--- config.mk ---
export PLATFORM = sky130hd
export DESIGN_NAME = ysyx_041461_exe_muldiv_flat
export DESIGN_NICKNAME = d
export VERILOG_FILES = /design/src/rtl/ysyx_041461_exe_muldiv_pkg.sv /design/src/rtl/ysyx_041461_exe_muldiv_if.sv /design/src/rtl/ysyx_041461_exe_muldiv_divcore.sv /design/src/rtl/ysyx_041461_exe_muldiv.sv /design/src/flat_wrapper.sv
export SDC_FILE = /design/constraint.sdc
export NUM_CORES = 2
export LEC_CHECK = 0
export BUFFER_PORTS_ARGS = -buffer_cell sky130_fd_sc_hd__buf_2
export CELL_PAD_IN_SITES_DETAIL_PLACEMENT = 1
export CELL_PAD_IN_SITES_GLOBAL_PLACEMENT = 2
export CORE_UTILIZATION = 34
export CTS_CLUSTER_SIZE = 24
export DETAILED_ROUTE_END_ITERATION = 10
export PLACE_DENSITY_LB_ADDON = 0.1
export RECOVER_POWER = 50
export SETUP_SLACK_MARGIN = 0.1
export SYNTH_ARGS = -nofsm -noshare
export SYNTH_HDL_FRONTEND = slang
export SYNTH_SLANG_ARGS = --single-unit
--- constraint.sdc ---
create_clock -name clk -period 7.59 [get_ports clk]
set_clock_uncertainty 0.2 [all_clocks]
set_input_delay 1.518 -clock clk [delete_from_list [all_inputs] [get_ports clk]]
set_output_delay 1.518 -clock clk [all_outputs]
set_load 0.01 [all_outputs]
--- src/rtl/ysyx_041461_exe_muldiv_pkg.sv ---
// Shared definitions for the EXE-stage multiply/divide unit: op codes, FSM encoding
// and a small sign-extension helper.
package ysyx_041461_exe_muldiv_pkg;

    localparam int unsigned MD_OP_W = 4;

    localparam logic [MD_OP_W-1:0] ysyx_041461_MD_MUL    = 4'd0;
    localparam logic [MD_OP_W-1:0] ysyx_041461_MD_MULH   = 4'd1;
    localparam logic [MD_OP_W-1:0] ysyx_041461_MD_MULHSU = 4'd2;
    localparam logic [MD_OP_W-1:0] ysyx_041461_MD_MULHU  = 4'd3;
    localparam logic [MD_OP_W-1:0] ysyx_041461_MD_DIV    = 4'd4;
    localparam logic [MD_OP_W-1:0] ysyx_041461_MD_DIVU   = 4'd5;
    localparam logic [MD_OP_W-1:0] ysyx_041461_MD_REM    = 4'd6;
    localparam logic [MD_OP_W-1:0] ysyx_041461_MD_REMU   = 4'd7;
    localparam logic [MD_OP_W-1:0] ysyx_041461_MD_MULW   = 4'd8;
    localparam logic [MD_OP_W-1:0] ysyx_041461_MD_DIVW   = 4'd9;
    localparam logic [MD_OP_W-1:0] ysyx_041461_MD_DIVUW  = 4'd10;
    localparam logic [MD_OP_W-1:0] ysyx_041461_MD_REMW   = 4'd11;
    localparam logic [MD_OP_W-1:0] ysyx_041461_MD_REMUW  = 4'd12;

    typedef enum logic [1:0] {
        MD_IDLE = 2'd0,
        MD_MUL  = 2'd1,
        MD_DIV  = 2'd2,
        MD_DONE = 2'd3
    } md_state_e;

    function automatic logic [63:0] sext32(input logic [31:0] v);
        return {{32{v[31]}}, v};
    endfunction

endpackage

--- src/rtl/ysyx_041461_exe_muldiv_if.sv ---
// Operand/result handshake between the EXE pipeline register and the mul/div unit.
// master = pipeline side, slave = the unit.
interface ysyx_041461_exe_muldiv_if #(
    parameter int XLEN = 64
);
    logic            flush;
    logic            in_valid;
    logic            in_ready;
    logic [3:0]      in_op;
    logic [XLEN-1:0] in_src1;
    logic [XLEN-1:0] in_src2;
    logic            out_valid;
    logic            out_ready;
    logic [XLEN-1:0] out_result;
    logic            stall_req;

    modport master (
        output flush, in_valid, in_op, in_src1, in_src2, out_ready,
        input  in_ready, out_valid, out_result, stall_req
    );

    modport slave (
        input  flush, in_valid, in_op, in_src1, in_src2, out_ready,
        output in_ready, out_valid, out_result, stall_req
    );
endinterface

--- src/rtl/ysyx_041461_exe_muldiv_divcore.sv ---
// Restoring unsigned divider core: one quotient bit per step on 64-bit magnitudes.
// Latency: one bit per step, the owner sequences load/step; step outputs are combinational.
// No backpressure: load wins over step, both are plain enables.
module ysyx_041461_EXE_divcore (
    input  logic        clk,
    input  logic        rst,
    input  logic        load,
    input  logic        step,
    input  logic [63:0] dividend,
    input  logic [63:0] divisor,
    output logic [63:0] quo_nxt,
    output logic [63:0] rem_nxt
);
    logic [63:0] quo_q, quo_d;
    logic [63:0] rem_q, rem_d;
    logic [63:0] dsr_q, dsr_d;
    logic [64:0] rem_sh;
    logic [64:0] rem_sub;
    logic        fits;

    // The partial remainder stays below the divisor, so the trial subtract's bit 64 is a pure borrow.
    always_comb begin
        rem_sh  = {rem_q, quo_q[63]};
        rem_sub = rem_sh - {1'b0, dsr_q};
        fits    = ~rem_sub[64];
        quo_nxt = {quo_q[62:0], fits};
        rem_nxt = fits ? rem_sub[63:0] : rem_sh[63:0];
    end

    always_comb begin
        quo_d = quo_q;
        rem_d = rem_q;
        dsr_d = dsr_q;
        if (load) begin
            quo_d = dividend;
            rem_d = '0;
            dsr_d = divisor;
        end else if (step) begin
            quo_d = quo_nxt;
            rem_d = rem_nxt;
        end
    end

    always_ff @(posedge clk or negedge rst) begin
        if (!rst) begin
            quo_q <= '0;
            rem_q <= '0;
            dsr_q <= '0;
        end else begin
            quo_q <= quo_d;
            rem_q <= rem_d;
            dsr_q <= dsr_d;
        end
    end
endmodule

--- src/rtl/ysyx_041461_exe_muldiv.sv ---
// Iterative RV64M multiply/divide unit for the EXE stage.
// Latency: N edges after accept (N=64, or 32 for W ops); special cases complete on the accept edge.
// Backpressure: result held in DONE until out_ready; stall_req freezes upstream meanwhile.
module ysyx_041461_exe_muldiv
    import ysyx_041461_exe_muldiv_pkg::*;
#(
    parameter int XLEN = 64
) (
    input logic                      clk,
    input logic                      rst,
    ysyx_041461_exe_muldiv_if.slave  md
);
    md_state_e       state_q, state_d;
    logic [6:0]      cnt_q, cnt_d;
    logic [3:0]      op_q, op_d;
    logic            negp_q, negp_d;
    logic            negq_q, negq_d;
    logic            negr_q, negr_d;
    logic [127:0]    mcand_q, mcand_d;
    logic [63:0]     mplr_q, mplr_d;
    logic [127:0]    prod_q, prod_d;
    logic [XLEN-1:0] res_q, res_d;

    logic            is_w, is_mul, is_div, is_quo, s1_sgn, s2_sgn;
    logic            neg1, neg2, div_zero, div_ovf, special;
    logic [63:0]     a_ext, b_ext, mag1, mag2, w_min, spec_res;

    logic [127:0]    prod_step, prod_fix;
    logic [63:0]     quo_nxt, rem_nxt, quo_fix, rem_fix;
    logic [63:0]     mul_res, div_res;
    logic            div_load, div_step;

    always_comb begin
        is_w   = md.in_op inside {ysyx_041461_MD_MULW, ysyx_041461_MD_DIVW, ysyx_041461_MD_DIVUW,
                                  ysyx_041461_MD_REMW, ysyx_041461_MD_REMUW};
        is_mul = md.in_op inside {ysyx_041461_MD_MUL, ysyx_041461_MD_MULH, ysyx_041461_MD_MULHSU,
                                  ysyx_041461_MD_MULHU, ysyx_041461_MD_MULW};
        is_div = md.in_op inside {ysyx_041461_MD_DIV, ysyx_041461_MD_DIVU, ysyx_041461_MD_REM,
                                  ysyx_041461_MD_REMU, ysyx_041461_MD_DIVW, ysyx_041461_MD_DIVUW,
                                  ysyx_041461_MD_REMW, ysyx_041461_MD_REMUW};
        is_quo = md.in_op inside {ysyx_041461_MD_DIV, ysyx_041461_MD_DIVU,
                                  ysyx_041461_MD_DIVW, ysyx_041461_MD_DIVUW};
        s1_sgn = md.in_op inside {ysyx_041461_MD_MULH, ysyx_041461_MD_MULHSU, ysyx_041461_MD_DIV,
                                  ysyx_041461_MD_REM, ysyx_041461_MD_DIVW, ysyx_041461_MD_REMW};
        s2_sgn = md.in_op inside {ysyx_041461_MD_MULH, ysyx_041461_MD_DIV, ysyx_041461_MD_REM,
                                  ysyx_041461_MD_DIVW, ysyx_041461_MD_REMW};

        a_ext = md.in_src1;
        b_ext = md.in_src2;
        if (is_w) begin
            a_ext = s1_sgn ? sext32(md.in_src1[31:0]) : {32'd0, md.in_src1[31:0]};
            b_ext = s2_sgn ? sext32(md.in_src2[31:0]) : {32'd0, md.in_src2[31:0]};
        end

        // The magnitude of the most negative value is 2^63, which still fits unsigned.
        neg1 = s1_sgn & a_ext[63];
        neg2 = s2_sgn & b_ext[63];
        mag1 = neg1 ? -a_ext : a_ext;
        mag2 = neg2 ? -b_ext : b_ext;

        w_min    = is_w ? sext32(32'h8000_0000) : 64'h8000_0000_0000_0000;
        div_zero = is_div & (b_ext == 64'd0);
        div_ovf  = is_div & s2_sgn & (a_ext == w_min) & (b_ext == '1);
        special  = ~(is_mul | is_div) | div_zero | div_ovf;

        spec_res = '0;
        if (div_zero) begin
            if (is_quo)    spec_res = '1;
            else if (is_w) spec_res = sext32(md.in_src1[31:0]);
            else           spec_res = md.in_src1;
        end else if (div_ovf) begin
            spec_res = is_quo ? a_ext : 64'd0;
        end
    end

    ysyx_041461_EXE_divcore u_divcore (
        .clk      (clk),
        .rst      (rst),
        .load     (div_load),
        .step     (div_step),
        .dividend (is_w ? {mag1[31:0], 32'd0} : mag1),
        .divisor  (mag2),
        .quo_nxt  (quo_nxt),
        .rem_nxt  (rem_nxt)
    );

    always_comb begin
        prod_step = mplr_q[0] ? (prod_q + mcand_q) : prod_q;
        prod_fix  = negp_q ? -prod_step : prod_step;
        quo_fix   = negq_q ? -quo_nxt : quo_nxt;
        rem_fix   = negr_q ? -rem_nxt : rem_nxt;

        case (op_q)
            ysyx_041461_MD_MUL:  mul_res = prod_fix[63:0];
            ysyx_041461_MD_MULW: mul_res = sext32(prod_fix[31:0]);
            default:             mul_res = prod_fix[127:64];
        endcase

        case (op_q)
            ysyx_041461_MD_DIV, ysyx_041461_MD_DIVU:   div_res = quo_fix;
            ysyx_041461_MD_REM, ysyx_041461_MD_REMU:   div_res = rem_fix;
            ysyx_041461_MD_DIVW, ysyx_041461_MD_DIVUW: div_res = sext32(quo_fix[31:0]);
            default:                                   div_res = sext32(rem_fix[31:0]);
        endcase
    end

    always_comb begin
        state_d  = state_q;
        cnt_d    = cnt_q;
        op_d     = op_q;
        negp_d   = negp_q;
        negq_d   = negq_q;
        negr_d   = negr_q;
        mcand_d  = mcand_q;
        mplr_d   = mplr_q;
        prod_d   = prod_q;
        res_d    = res_q;
        div_load = 1'b0;
        div_step = 1'b0;

        if (md.flush) begin
            state_d = MD_IDLE;
            cnt_d   = '0;
        end else begin
            unique case (state_q)
                MD_IDLE: begin
                    if (md.in_valid) begin
                        op_d   = md.in_op;
                        negp_d = neg1 ^ neg2;
                        negq_d = neg1 ^ neg2;
                        negr_d = neg1;
                        if (special) begin
                            state_d = MD_DONE;
                            res_d   = spec_res;
                        end else begin
                            cnt_d = is_w ? 7'd32 : 7'd64;
                            if (is_mul) begin
                                state_d = MD_MUL;
                                mcand_d = {64'd0, mag1};
                                mplr_d  = mag2;
                                prod_d  = '0;
                            end else begin
                                state_d  = MD_DIV;
                                div_load = 1'b1;
                            end
                        end
                    end
                end
                MD_MUL: begin
                    prod_d  = prod_step;
                    mcand_d = mcand_q << 1;
                    mplr_d  = mplr_q >> 1;
                    cnt_d   = cnt_q - 7'd1;
                    if (cnt_q == 7'd1) begin
                        state_d = MD_DONE;
                        res_d   = mul_res;
                    end
                end
                MD_DIV: begin
                    div_step = 1'b1;
                    cnt_d    = cnt_q - 7'd1;
                    if (cnt_q == 7'd1) begin
                        state_d = MD_DONE;
                        res_d   = div_res;
                    end
                end
                MD_DONE: begin
                    if (md.out_ready) state_d = MD_IDLE;
                end
                default: state_d = MD_IDLE;
            endcase
        end
    end

    always_ff @(posedge clk or negedge rst) begin
        if (!rst) begin
            state_q <= MD_IDLE;
            cnt_q   <= '0;
            op_q    <= '0;
            negp_q  <= 1'b0;
            negq_q  <= 1'b0;
            negr_q  <= 1'b0;
            mcand_q <= '0;
            mplr_q  <= '0;
            prod_q  <= '0;
            res_q   <= '0;
        end else begin
            state_q <= state_d;
            cnt_q   <= cnt_d;
            op_q    <= op_d;
            negp_q  <= negp_d;
            negq_q  <= negq_d;
            negr_q  <= negr_d;
            mcand_q <= mcand_d;
            mplr_q  <= mplr_d;
            prod_q  <= prod_d;
            res_q   <= res_d;
        end
    end

    assign md.in_ready   = (state_q == MD_IDLE);
    assign md.out_valid  = (state_q == MD_DONE);
    assign md.out_result = res_q;
    assign md.stall_req  = md.in_valid & ~md.out_valid;
endmodule

--- src/flat_wrapper.sv ---
// flat-port wrapper written by rule: the top's interface ports become plain ports
module ysyx_041461_exe_muldiv_flat import ysyx_041461_exe_muldiv_pkg::*;
#(
    parameter int XLEN = 64
)
  (clk, rst, md_flush, md_in_valid, md_in_op, md_in_src1, md_in_src2, md_out_ready, md_in_ready, md_out_valid, md_out_result, md_stall_req);
  ysyx_041461_exe_muldiv_if #(.XLEN(XLEN)) md_i ();
  input logic clk;
  input logic rst;
  input wire logic [$bits(md_i.flush)-1:0] md_flush;
  input wire logic [$bits(md_i.in_valid)-1:0] md_in_valid;
  input wire logic [$bits(md_i.in_op)-1:0] md_in_op;
  input wire logic [$bits(md_i.in_src1)-1:0] md_in_src1;
  input wire logic [$bits(md_i.in_src2)-1:0] md_in_src2;
  input wire logic [$bits(md_i.out_ready)-1:0] md_out_ready;
  output wire logic [$bits(md_i.in_ready)-1:0] md_in_ready;
  output wire logic [$bits(md_i.out_valid)-1:0] md_out_valid;
  output wire logic [$bits(md_i.out_result)-1:0] md_out_result;
  output wire logic [$bits(md_i.stall_req)-1:0] md_stall_req;
  assign md_i.flush = md_flush;
  assign md_i.in_valid = md_in_valid;
  assign md_i.in_op = md_in_op;
  assign md_i.in_src1 = md_in_src1;
  assign md_i.in_src2 = md_in_src2;
  assign md_i.out_ready = md_out_ready;
  assign md_in_ready = md_i.in_ready;
  assign md_out_valid = md_i.out_valid;
  assign md_out_result = md_i.out_result;
  assign md_stall_req = md_i.stall_req;
  ysyx_041461_exe_muldiv #(.XLEN(XLEN)) u_core (.clk(clk), .rst(rst), .md(md_i));
endmodule
; ---- Word-level counts from Yosys, hierarchy flattened
; Cells that the tools add are included.
[classes]
add_sub_neg = 8
eq_ne = 35
mux = 60
n_bitwise = 15
n_reduce_logical = 23
[op_table]
columns = op, count
row1 = $mux 64, 26
row2 = $mux 128, 8
row3 = $pmux 128 s2, 2
row4 = $pmux 64 s3, 2
row5 = $neg 64->64, 4
row6 = $pmux 64 s2, 2
row7 = $add 128x128->128, 1
row8 = $neg 128->128, 1
row9 = $sub 65x64->65, 1
row10 = $eq 64x64->1, 1
row11 = $eq 64x64->1 const B, 1
row12 = $logic_not 64->1, 1
row13 = $mux 63, 1
row14 = $eq 4x3->1 const B, 8
row15 = $eq 4x4->1 const B, 8
row16 = $mux 7, 4
row17 = $reduce_bool 5->1, 3
row18 = $pmux 7 s2, 1
row19 = $mux 2, 6
row20 = $ne 3x3->1 const B, 3
row21 = $reduce_and 3->1, 3
row22 = $eq 4x2->1 const B, 2
row23 = $logic_not 4->1, 2
row24 = $ne 2x1->1 const B, 4
row25 = 22 further kinds, 46
[totals]
register_bits = 591
input_bits = 137
output_inout_bits = 67
wordCells = 153

; ---- Logic depth before layout (Yosys ltp)
[depth]
word_depth = 13
ltp_mapped = 34
ltp_nobuf = 29

; ---- Hierarchy
; From an unflattened synthesis, not the netlist that was laid out.
[hier_totals]
cells_unflattened = 7785
area_unflattened_um2 = 56799.5
[by_module_without_submodules]
columns = module, instances, cells_per_inst, area_each_um2, seq_area_each_um2
row1 = ysyx_041461_exe_muldiv, 1, 6108, 43137.6, 9984.6
row2 = ysyx_041461_EXE_divcore, 1, 1677, 13661.9, 4804.6

; ---- Worst setup path after synthesis
; No wires, ideal clock.
[synth_path]
kind = flip-flop to flip-flop
startpoint = reg u_core.mplr_q[0]
endpoint = reg u_core.res_q[62] (netlist: u_core.md.out_result[62])
setup_time_ps = 142
arrival_time_ps = 7568
t_required_ps = 7248
path_slack_ps = -320
path_stages_with_launch = 32
path_buffers = 16
period_less_slack_ps = 7910
cell_sequence = dfrtp_1 buf_2 buf_2 buf_2 buf_2 buf_2 buf_2 buf_1 clkbuf_1 buf_2 buf_2 buf_1 clkbuf_1 clkbuf_1 buf_1 mux2i_1 ha_1 nand2_1 nor2_1 nand3_1 nor4_2 and2_1 nand4b_4 or4_4 buf_6 or3_1 buf_2 or4_4 nor3_2 mux2_1 o211ai_1 a221oi_2
[synth_between]
elab_chain_cells = 6
[synth_rtl]
columns = element, line
row1 = "start, declared", ysyx_041461_exe_muldiv.sv:20  ; logic [63:0] mplr_q, mplr_d;
row2 = "start signal, assigned", ysyx_041461_exe_muldiv.sv:195  ; mplr_q <= mplr_d;
row3 = $mux 128 *, ysyx_041461_exe_muldiv.sv:88  ; prod_step = mplr_q[0] ? (prod_q + mcand_q) : prod_q;
row4 = $neg 128->128, ysyx_041461_exe_muldiv.sv:89  ; prod_fix = negp_q ? -prod_step : prod_step;
row5 = $mux 128 *, ysyx_041461_exe_muldiv.sv:89
row6 = $pmux 64 s2 *, ysyx_041461_exe_muldiv.sv:93  ; case (op_q)
row7 = $mux 64 *, ysyx_041461_exe_muldiv.sv:154  ; if (cnt_q == 7'd1) begin
row8 = $pmux 64 s3 *, ysyx_041461_exe_muldiv.sv:125  ; unique case (state_q)
row9 = "end signal, assigned", ysyx_041461_exe_muldiv.sv:197  ; res_q <= res_d;
row10 = "end, declared", ysyx_041461_exe_muldiv.sv:22  ; logic [XLEN-1:0] res_q, res_d;
; Every way passes the cells marked *; elsewhere a longest branch is shown, timed or not. The select of a mux whose other input is x is not followed.
; A chain may end at the register's enable or synchronous reset.

; ---- Final worst setup path
[layout_path]
startpoint = reg u_core.prod_q[2]
endpoint = reg u_core.res_q[56] (netlist: u_core.md.out_result[56])
[layout_between]
elab_chain_cells = 7
[layout_rtl]
columns = element, line
row1 = "start, declared", ysyx_041461_exe_muldiv.sv:21  ; logic [127:0] prod_q, prod_d;
row2 = "start signal, assigned", ysyx_041461_exe_muldiv.sv:196  ; prod_q <= prod_d;
row3 = $add 128x128->128, ysyx_041461_exe_muldiv.sv:88
row4 = $mux 128 *, ysyx_041461_exe_muldiv.sv:88
row5 = $neg 128->128, ysyx_041461_exe_muldiv.sv:89
row6 = $mux 128 *, ysyx_041461_exe_muldiv.sv:89
row7 = $pmux 64 s2 *, ysyx_041461_exe_muldiv.sv:93
row8 = $mux 64 *, ysyx_041461_exe_muldiv.sv:154
row9 = $pmux 64 s3 *, ysyx_041461_exe_muldiv.sv:125
; Marks and branches as above.

==> metrics.md <==
| Metric | Value |
|---|---|
| Status | `finished, violations left` |
| Violations in the final reports | `capacitance limit, slew limit` |
| Critical path start-end classification | `reg2reg` |
| Number of clock buffers inserted by TritonCTS | `84` |
| Mean instance size in the synthesized netlist | `7.28 µm²` |
| Routed wirelength normalized by instance count | `32.8 µm` |
| Detailed-route DRC error count | `0` |
| Number of antenna violations at the first check in global routing | `29` |
| Cell with the largest stage delay on the worst path | `sky130_fd_sc_hd__o211ai_1` |
| Vias/cell | `6.34` |
| Area of the core region | `around 0.16 mm²` |
| Count of final setup violators | `0` |
| Placement row count | `148` |
| Power density of the placed cells | `roughly 530 mW/mm²` |
| Final count of hold timing violations | `0` |
| Area fraction of the dominant cell type after synthesis | `roughly a quarter` |
| Min-Delay Path Depth | `2` |
| Via count of the first global-routing pass | `62.9k` |
| Die ar. | `0.167 mm²` |
| Clock tree from TritonCTS | `built` |
| Grt total ovfl | `0` |
| Gate count after technology mapping | `between 7k and 8k` |
| Combined area of all synthesized cells | `approximately 0.056 mm²` |
| Highest routed layer | `met5` |
| Peak supply drop | `between 0.6 and 0.7 mV` |
| Dominant register cell in the synthesized netlist | `sky130_fd_sc_hd__dfrtp_1` |
| Detailed-route via count | `roughly 64k` |
| Routed length on met3 | `18400 µm` |
| Clock net sink count | `~600` |
| Number of port buffers | `roughly 200` |
| Leak pwr | `roughly 25 nW` |
| Final routed wirelength across all metal layers | `approximately 330000 µm` |
| Clock transition at path regs | `roughly 60 ps` |
| Count of unique library cells instantiated by Yosys | `~110` |
| Deepest level of the CTS H-tree | `3` |
| Top-count cell post-synth | `sky130_fd_sc_hd__nand2_1` |
| Final Net Count | `8148` |
| Initial core utilization | `about 34%` |
| Maximum single-stage delay on the critical path | `about 840 ps` |
| Worst-Skew Late Latency | `about 750 ps` |
| Total GRT Usage | `between 30% and 40%` |
| Root buffer cell | `sky130_fd_sc_hd__clkbuf_16` |
| Length of routed wiring on met1 | `around 140000 µm` |
| Proportion of register bits with asynchronous set or reset after synthesis | `100%` |
| Final total power | `0.0337 W` |
| RD Place Congestion | `just over 1` |
| Number of nets produced by synthesis | `8055` |
| Register area share after synthesis | `between 20% and 30%` |
| Slew of the pin with the lowest slew margin | `between 5000 and 6000 ps` |
| Yosys synthesis warning count | `0` |
| Area contributors post-synth | `sky130_fd_sc_hd__dfrtp_1 (26%), sky130_fd_sc_hd__a21oi_1 (7.2%), sky130_fd_sc_hd__nand2_1 (6.9%)` |
| Share of post-route cells with drive strength above 1 | `a little over a tenth` |
| First DRT Iteration DRCs | `between 5k and 6k` |
| Path type of the worst min-delay path | `reg2reg` |
| Cell types with the highest counts after synthesis | `sky130_fd_sc_hd__nand2_1 (1027), sky130_fd_sc_hd__a21oi_1 (811), sky130_fd_sc_hd__nor2_1 (790)` |
| CP Launch Type | `flop` |
| CP Data Required Time | `about 8000 ps` |
| Final slew viol count | `between 150 and 200` |
| CP Capture Type | `flop` |
| Maximum buffer depth of the clock tree | `3` |
| Period minus WS final | `around 7500 ps` |
| Largest driver fanout on the critical path | `9` |
| Largest net degree at the start of global routing | `around 160` |
| Count of maximum capacitance violations | `4` |
| Flip-flop and latch count after synthesis | `approximately 600` |
| Cell type with the highest aggregate area in the netlist | `sky130_fd_sc_hd__dfrtp_1` |
| Most common cell on crit path | `sky130_fd_sc_hd__buf_4` |
| Half-perimeter wire length after detailed placement | `between 200000 and 300000 µm` |
| Tcrit/Tclk final | `between 90% and 100%` |
| Area growth from synthesis to layout | `13.3%` |
| Met2 routed wirelength | `149000 µm` |
| Chip Width | `around 410 µm` |
| Maximum frequency from static timing analysis | `between 0.1 and 0.15 GHz` |
| Sum Neg Setup Slack | `0 ps` |
| Detailed-routing iteration count for the pre-antenna-repair pass | `5` |
| Global-route wire length before repair | `468000 µm` |
| Number of cells on the worst reg-to-reg path | `21` |
| Crit-path cells | `ha_1 -> o211ai_1 -> o21ai_2 -> a211oi_2 -> o211ai_1 -> nand3_1 -> and2_1 -> xor2_1 -> a41oi_1 -> buf_4 -> a2111oi_4 -> buf_4 -> nand4_1 -> or2_1 -> buf_4 -> nor4_1 -> buf_4 -> a41oi_1 -> xnor2_1 -> o21ai_1 -> a31oi_1` |
| Signal arrival time at the worst endpoint | `7930 ps` |
| Relative slew slack | `-257%` |
| Number of top-level pins | `204` |
| Setup repair after global routing missed its margin | `yes` |
| Number of enable-type register cells in the synthesized netlist | `0` |
| Die height | `about 400 µm` |
| Post-DRT Antenna Nets | `0` |
per-layer routing:
layer | global-route usage (%) | vias up
li1 | - | 28536
met1 | 48.2 | 32272
met2 | 60.9 | 2265
met3 | 5.65 | 712
met4 | 24.9 | 18
met5 | 0 | -
cell type report:
cell class	count	area (µm²)
antenna	11	27.5
clock buffer	113	2370
clock inverter	38	484
fill	20247	99700
inverter	142	537
multi-input combinational	6445	39000
sequential	591	14800
tap	2175	2720
timing repair buffer	541	3670
worst max-delay path, delay by kind of cell, from the launching register on:
| kind | cells | cell delay [ps] |
|---|---|---|
| buf+inv | 4 | 880 |
| compound gates | 9 | 3360 |
| simple gates | 5 | 1490 |
| flops | 1 | 420 |
| fa+ha+maj | 1 | 460 |
| xor+xnor | 2 | 540 |
metrics by stage:
step                setup slack, ps  instances  area [µm²]  util [%]  hold WS [ps]
detailed placement             -601       9892       60700      37.1           274
global placement               -619       9892       60700      37.1           268
floorplan                       117       7712       56200         -           249
global route                   98.3      10049       63600      38.9           318
finish                         77.0      10056       63600      38.9           278
CTS                             108      10043       63500      38.9           284
where the power goes:
part / total, W / switching (W) / internal, W
clock network: 0.00426 / 0.00178 / 0.00248
registers: 0.00581 / 0.00153 / 0.00428
logic: 0.0236 / 0.0163 / 0.00727
layout by cell type (no fill, tap or decap), types with 54 or more instances in the layout:
cell type and count:
sky130_fd_sc_hd__nand2_1 1023, sky130_fd_sc_hd__a21oi_1 811, sky130_fd_sc_hd__nor2_1 788, sky130_fd_sc_hd__o21ai_0 629, sky130_fd_sc_hd__dfrtp_1 588, sky130_fd_sc_hd__buf_4 320
sky130_fd_sc_hd__nand3_1 305, sky130_fd_sc_hd__xnor2_1 244, sky130_fd_sc_hd__nor3_1 202, sky130_fd_sc_hd__ha_1 202, sky130_fd_sc_hd__buf_2 177, sky130_fd_sc_hd__mux2i_1 176
sky130_fd_sc_hd__a31oi_1 163, sky130_fd_sc_hd__xor2_1 160, sky130_fd_sc_hd__nand4_1 155, sky130_fd_sc_hd__inv_1 140, sky130_fd_sc_hd__a211oi_1 138, sky130_fd_sc_hd__or3_1 99
sky130_fd_sc_hd__o31ai_1 99, sky130_fd_sc_hd__clkbuf_16 86, sky130_fd_sc_hd__nor4_1 79, sky130_fd_sc_hd__a21o_1 70, sky130_fd_sc_hd__o21a_1 63, sky130_fd_sc_hd__o211ai_1 60
sky130_fd_sc_hd__and2_1 54
cells by family (layout without fill, tap and decap cells):
family | count (synthesis) | count (layout) | synth area share, %
buffers and inverters | 676 | 834 | 4.64
AOI/OAI and AO/OA | 2557 | 2557 | 28.7
xor gates and xnor gates | 407 | 407 | 6.35
and+or+nand+nor | 3075 | 3075 | 25.8
DFF | 591 | 591 | 26.3
muxes | 200 | 200 | 3.64
other | 0 | 11 | 0
adders and majority gates | 206 | 206 | 4.62
registers in the layout, indices dropped and copies added, names as in the netlist:
register                cells
u_core.cnt_q                7
u_core.mcand_q            128
u_core.md.out_result       64
u_core.mplr_q              64
u_core.negp_q               1
u_core.negr_q               1
u_core.op_q                 4
u_core.prod_q             128
u_core.state_q              2
u_core.u_divcore.dsr_q     64
u_core.u_divcore.quo_q     64
u_core.u_divcore.rem_q     64
what timing repair did:
action,CTS,global route
buffers inserted,0,2
setup endpoints to repair,38,43
pin swaps,1,2
resized for setup,6,14
hold buffers,0,0
final timing paths:
check	from	endpoint	slack, ps
worst max-delay path	u_core.prod_q[2]	u_core.md.out_result[56]	80
worst min-delay path	u_core.u_divcore.dsr_q[32]	u_core.u_divcore.dsr_q[32]	280
worst max register to register	u_core.prod_q[2]	u_core.md.out_result[56]	80
worst min register to register	u_core.u_divcore.dsr_q[32]	u_core.u_divcore.dsr_q[32]	280
max in group asynchronous	rst	u_core.prod_q[3]	1020
min in group asynchronous	rst	u_core.mcand_q[10]	2550
Power figures use the tool's default switching activity.
